==> src/rtl/estagio_busca.sv <==
// Instruction-fetch stage: owns the PC, addresses the instruction ROM and fills the IF/ID register.
// Redirect beats flush beats stall. Out-of-range or misaligned fetches set a sticky error flag.
module estagio_busca #(
    parameter logic [31:0] RESET_PC   = 32'h0000_0000,
    parameter int unsigned IMEM_WORDS = 256,
    parameter int unsigned CNT_W      = 16
) (
    input  logic             clk,
    input  logic             reset_n,
    output logic [31:0]      imem_addr,
    input  logic [31:0]      imem_data,
    input  logic             stall,
    input  logic             flush,
    input  logic             redirect,
    input  logic [31:0]      redirect_pc,
    output logic [31:0]      if_id_instr,
    output logic [31:0]      if_id_pc4,
    output logic             if_id_valid,
    output logic             fetch_err,
    output logic [CNT_W-1:0] fetch_count
);

    localparam logic [32:0]      IMEM_LIMIT = 33'(4 * IMEM_WORDS);
    localparam logic [CNT_W-1:0] CNT_MAX    = '1;
    localparam logic [31:0]      NOP        = 32'h0000_0000;

    logic [31:0]      pc;
    logic [31:0]      pc_plus4;
    logic             in_range;
    logic [31:0]      pc_nxt;
    logic [31:0]      instr_nxt;
    logic [31:0]      pc4_nxt;
    logic             valid_nxt;
    logic             err_nxt;
    logic [CNT_W-1:0] cnt_nxt;

    assign imem_addr = pc;
    assign pc_plus4  = pc + 32'd4;
    assign in_range  = {1'b0, pc} < IMEM_LIMIT;

    // Next-state selection in priority order: redirect, flush, stall, normal fetch.
    always_comb begin
        pc_nxt    = pc;
        instr_nxt = if_id_instr;
        pc4_nxt   = if_id_pc4;
        valid_nxt = if_id_valid;
        err_nxt   = fetch_err;
        cnt_nxt   = fetch_count;
        if (redirect) begin
            pc_nxt    = redirect_pc & ~32'h3;
            instr_nxt = NOP;
            valid_nxt = 1'b0;
            if (redirect_pc[1:0] != 2'b00) begin
                err_nxt = 1'b1;
            end
        end else if (flush) begin
            pc_nxt    = pc_plus4;
            instr_nxt = NOP;
            valid_nxt = 1'b0;
        end else if (!stall) begin
            pc_nxt  = pc_plus4;
            pc4_nxt = pc_plus4;
            if (in_range) begin
                instr_nxt = imem_data;
                valid_nxt = 1'b1;
                if (fetch_count != CNT_MAX) begin
                    cnt_nxt = fetch_count + CNT_W'(1);
                end
            end else begin
                instr_nxt = NOP;
                valid_nxt = 1'b0;
                err_nxt   = 1'b1;
            end
        end
    end

    always_ff @(posedge clk or negedge reset_n) begin
        if (!reset_n) begin
            pc          <= RESET_PC;
            if_id_instr <= NOP;
            if_id_pc4   <= 32'h0;
            if_id_valid <= 1'b0;
            fetch_err   <= 1'b0;
            fetch_count <= '0;
        end else begin
            pc          <= pc_nxt;
            if_id_instr <= instr_nxt;
            if_id_pc4   <= pc4_nxt;
            if_id_valid <= valid_nxt;
            fetch_err   <= err_nxt;
            fetch_count <= cnt_nxt;
        end
    end

endmodule

==> config.mk <==
export PLATFORM = sky130hd
export DESIGN_NAME = estagio_busca
export DESIGN_NICKNAME = d
export VERILOG_FILES = /design/src/rtl/estagio_busca.sv
export SDC_FILE = /design/constraint.sdc
export NUM_CORES = 1
export LEC_CHECK = 0
export CAP_MARGIN = 20
export CORE_ASPECT_RATIO = 1.75
export CORE_MARGIN = 3
export CORE_UTILIZATION = 50
export CTS_CLUSTER_DIAMETER = 50
export DETAILED_ROUTE_END_ITERATION = 10
export PLACE_DENSITY = 0.86
export SETUP_SLACK_MARGIN = 0.05
export SLEW_MARGIN = 20
export SYNTH_ARGS = -nofsm -noshare
export SYNTH_HDL_FRONTEND = slang
export SYNTH_SLANG_ARGS = --single-unit
==> constraint.sdc <==
create_clock -name clk -period 6 [get_ports clk]
set_input_delay 1.5 -clock clk [delete_from_list [all_inputs] [get_ports clk]]
set_output_delay 1.5 -clock clk [all_outputs]
set_load 0.02 [all_outputs]
# Word-level counts from Yosys, hierarchy flattened
# Index checks and enable logic that the tools add are counted.
# classes
n_addsub,2
magnitude_cmp,1
n_eq_ne,6
n_mux,16
bitwise,3
n_reduce_logical,4
# op_table
cell,n
2-to-1 mux 32 bit,7
"adder 32 x 3 -> 32 bit, second input constant",1
"less-than comparator 32 x 11 -> 1 bit, second input constant",1
"adder 16 x 1 -> 16 bit, second input constant",1
"inequality test 16 bit, second input constant",1
2-to-1 mux 1 bit,9
"inequality test 2 x 1 -> 1 bit, second input constant",3
AND reduction 5 bit,1
AND reduction 4 bit,1
"inequality test 3 x 1 -> 1 bit, second input constant",1
inverter 1 bit,3
AND reduction 3 bit,1
"inequality test 2 bit, second input constant",1
nonzero test 2 bit,1
# totals
register_bits,114
in_bits,69
output_inout_bits,114
wordCells,38

# Logic depth before layout (Yosys ltp)
# depth
ltp_word,5
ltp_mapped,7

# Worst setup path before layout
# No wires, ideal clock.
# synth_path
kind,input -> register
startpoint,input port redirect
endpoint,register fetch_count[3]
t_arrival_ns,2.897
required_ns,5.869
path_slack_ns,2.972
cell_stages,7
path_buffers,2
path_cell_list,clkbuf_1 > nor3_4 > nand3_1 > or2_0 > buf_2 > or3_1 > xnor2_1
# synth_via
elab_chain_len,2
# synth_rtl
item,line_no,rtl
"start, declared",14,"input logic redirect,"
inverter 1 bit (no line),--,
AND reduction 5 bit (no line),--,
"end signal, assigned",91,fetch_count <= cnt_nxt;
"end, declared",20,output logic [CNT_W-1:0] fetch_count
# No other way between the ends.
# A chain may end at the register's enable or synchronous reset.

# Final worst setup path
# layout_path
startpoint,input port flush
endpoint,register if_id_instr[8]
# layout_via
elab_chain_len,2
elab_cells_between_ends,3
classes_between,eq/ne (1); mux (2)
# layout_rtl
item,line_no,rtl
"start, declared",13,"input logic flush,"
2-to-1 mux 32 bit,56,end else if (flush) begin
2-to-1 mux 32 bit,49,if (redirect) begin
"end signal, assigned",87,if_id_instr <= instr_nxt;
"end, declared",16,"output logic [31:0] if_id_instr,"
# Parallel ways exist; a longest one is shown, timed or not.

==> impl_metrics.py <==
metrics = {
    "clock_tree": {
        "cts_buffers": 9,
        "cts_resized": 0,
        "clkTransAtPathRegs_ps": 70,
        "htree_levels": 3,
        "cts_setup_buffers": 0,
        "clkSinkCount": 110,
        "ctsHoldBuffers": 0,
        "cts.path.max_buffers": 2,
        "cts_tree": "built",
        "clockRootBuffer": "clkbuf_16",
        "worstSkewPairLatency_ps": 340,
    },
    "pwr": {
        "switchingPower_mw": 0.544,
        "seqPwrFrac_pct": 47.4,
        "clkPwrFrac_pct": 31.0,
        "powerDensity_nw_per_um2": 245,
        "combPwrFrac_pct": 21.5,
        "switching_share_pct": 29.7,
        "p_int_mw": 1.29,
        "max-vdd-ir-drop_uv": 167,
        "p_leak_nw": 3.05,
    },
    "layout": {
        "fin_cells": 813,
        "final_core_util_pct": 72.0,
        "area_growth_pct": 38.3,
        "drive_gt1_share_pct": 6.85,
        "antenna_cells": 0,
        "num-fill-cells": 771,
        "nets": 752,
    },
    "synthesis": {
        "synth_edf_count": 0,
        "ys_ff_latch": 110,
        "synth.avg_cell_area_um2": 10.3,
        "synthArstFlopShare_pct": 100,
        "netlist_instances": 525,
        "yosysTopAreaCell": "dfrtp_1",
        "synth.yosys.seq_area_share_pct": 50.8,
        "synth_common_cells": "dfrtp_1 (110), nand2_1 (49), nor2_1 (44), xor2_1 (36), xnor2_1 (33)",
        "synth_cell_types": 41,
        "ys_warn_count": 0,
        "synth_most_common_cell": "dfrtp_1",
        "synth_top_area_share_pct": 50.8,
        "synthesis.area_um2": 5420,
        "synth_area_leaders": "dfrtp_1 (51%), xor2_1 (5.8%), xnor2_1 (5.3%), a22o_1 (5.2%), nand2_1 (3.4%)",
        "ys_dominant_reg_cell": "dfrtp_1",
    },
    "grt": {
        "grt_pass1_vias": 4787,
        "grt_pass1_wl_mm": 24.1,
        "grt_use_total_pct": 24.7,
        "antenna_found_initial": 0,
        "grt_overflow": 0,
        "grt_max_degree": 69,
    },
    "detailed_routing": {
        "route.detailed.drc": 0,
        "routed_wl_mm": 14.8,
        "vias_per_cell": 5.66,
        "vias": 4599,
        "drt_pass1_iterations": 5,
        "drtAntennaViolNets": 0,
        "wl_per_cell_um": 18.2,
        "drt_iter0_drc": 226,
    },
    "sta": {
        "worst_pin_slew_ps": 890,
        "period_needed_ps": 3330,
        "skew_ps": 9.75,
        "setup_viol": 0,
        "min_period_over_period_pct": 55.5,
        "relSlewSlack_pct": 40.2,
        "slew_violations": 0,
        "rsz0062_at_grt": "false",
        "hold_slack_ps": 481,
        "fmax_ghz": 0.301,
        "final.setup.tns_ps": 0,
        "finalHoldViolCount": 0,
    },
    "worst_setup_path": {
        "path_cells": "clkdlybuf4s50_1 -> nand2b_1 -> nor2_2 -> buf_6 -> a22o_1",
        "cp_slowest_cell": "nor2_2",
        "r2r_setup_slack_ps": 3690,
        "slowest_delay_ps": 610,
        "regToRegStartpoint": "imem_addr[2]$_DFFE_PN0N_",
        "cp.required_ps": 6270,
        "crit_fanout": 22,
        "reg2reg_to": "if_id_pc4[18]$_DFFE_PN0P_",
        "reg2regPathDepth": 6,
        "arrival_ps": 3600,
        "end_kind": "register",
        "worstSetupStartpointType": "primary input",
        "critPathKind": "in -> reg",
    },
    "worst_hold_path": {
        "hold_depth": 2,
        "holdPathEnd": "if_id_valid$_DFFE_PN0N_",
        "min_path_type": "reg -> reg",
        "hold_path.startpoint": "if_id_valid$_DFFE_PN0N_",
    },
    "placement": {
        "dp_hpwl_mm": 10.9,
        "dp.cells": 797,
        "gp_congestion": 0.883,
        "portBuffers": 178,
    },
    "die": {
        "fp.dieW_um": 84.7,
        "rows": 49,
        "initial_core_util_pct": 52.0,
        "dieArea_um2": 12200,
        "core_um2": 10400,
        "io_pins": 183,
        "die_h_um": 144,
    },
    "status": {
        "status": "finished clean",
    },
    "flow_run": {
        "cap_viol_max_count": 0,
    },
}
[placed cells by master, fill, tap and decap left out, drive strengths merged, types with 2 or more instances in the layout]
cell	instances
nor4	16
dfrtp	110
clkdlybuf4s50	176
nor2b	2
clkbuf	10
nor2	44
xnor2	33
nand4	23
xor2	36
clkinv	3
conb	4
nor3b	2
nand3	25
inv	4
and2	4
buf	7
or2	3
and4	4
mux2i	2
nor4b	2
and3	8
o21ai	32
nand2	49
a21oi	28
a22o	32
or3	4
ha	2
mux2	6
nand2b	4
nor3	8
[state kept, by name (all words and copies together) (netlist names)]
signal and count:
imem_addr 30, fetch_err 1, if_id_pc4 30, if_id_instr 32
fetch_count 16, if_id_valid 1
[worst max-delay path: cells and delay by family]
| kind | cells | cell delay (ps) |
|---|---|---|
| buffers and inverters | 2 | 740 |
| and+or+nand+nor | 2 | 1170 |
| AOI/OAI and AO/OA | 1 | 170 |
[stage by stage]
stage | power, mW | instance area (µm²) | setup slack, ps
6_report | 1.83 | 7500 | 2670
5_1_grt | 1.92 | 7500 | 2570
4_1_cts | 1.85 | 7500 | 2710
3_5_place_dp | 1.28 | 7220 | 2340
3_3_place_gp | 1.27 | 7210 | 2090
2_1_floorplan | 1.06 | 5430 | 2970
[how the worst max path moves through the flow]
stage	start	end	slack, ps	cells after the start
2_1_floorplan	redirect	fetch_count[3]$_DFFE_PN0P_	2970	7
3_3_place_gp	flush	if_id_instr[4]$_DFFE_PN0N_	2090	4
3_5_place_dp	flush	if_id_instr[5]$_DFFE_PN0N_	2340	5
4_1_cts	flush	if_id_instr[8]$_DFFE_PN0N_	2710	5
5_1_grt	flush	if_id_instr[8]$_DFFE_PN0N_	2570	5
6_report	flush	if_id_instr[8]$_DFFE_PN0N_	2670	5
[kinds of logic after synthesis]
family                   Yosys count  share of synthesized area, %
AO/OA/AOI/OAI                     92                          10.7
XOR/XNOR                          69                          11.1
adder cells (fa/ha/maj)            2                         0.461
buffers and inverters             43                          3.74
flip-flops                       110                          50.8
multiplexers                       8                          1.62
other                              1                        0.0692
AND/OR/NAND/NOR                  200                          21.5
[power by group through the flow]
stage	clock network [mW]	registers (mW)	logic, mW
2_1_floorplan	0	0.936	0.124
3_3_place_gp	0	0.882	0.388
3_5_place_dp	0	0.884	0.396
4_1_cts	0.582	0.870	0.399
5_1_grt	0.611	0.881	0.423
6_report	0.569	0.870	0.395
[metal layers]
layer | up-vias | GRT usage (%) | part of all wire, %
met1 | 2220 | 29.3 | 39
met5 | - | 0 | 0
li1 | 2140 | - | -
met2 | 214 | 44.0 | 52
met3 | 25 | 5.34 | 7.1
met4 | 0 | 8.51 | 1.9
[area by class of cell]
class / instances / area (µm²) / share of cell area, %
multi-input combinational: 375 / 2480 / 33.1
timing repair buffer: 183 / 1820 / 24.2
sequential: 110 / 2750 / 36.7
tap: 127 / 159 / 2.12
inverter: 2 / 7.51 / 0.100
clock buffer: 10 / 239 / 3.19
clock inverter: 6 / 43.8 / 0.584
(Power assumes the default switching activity.)
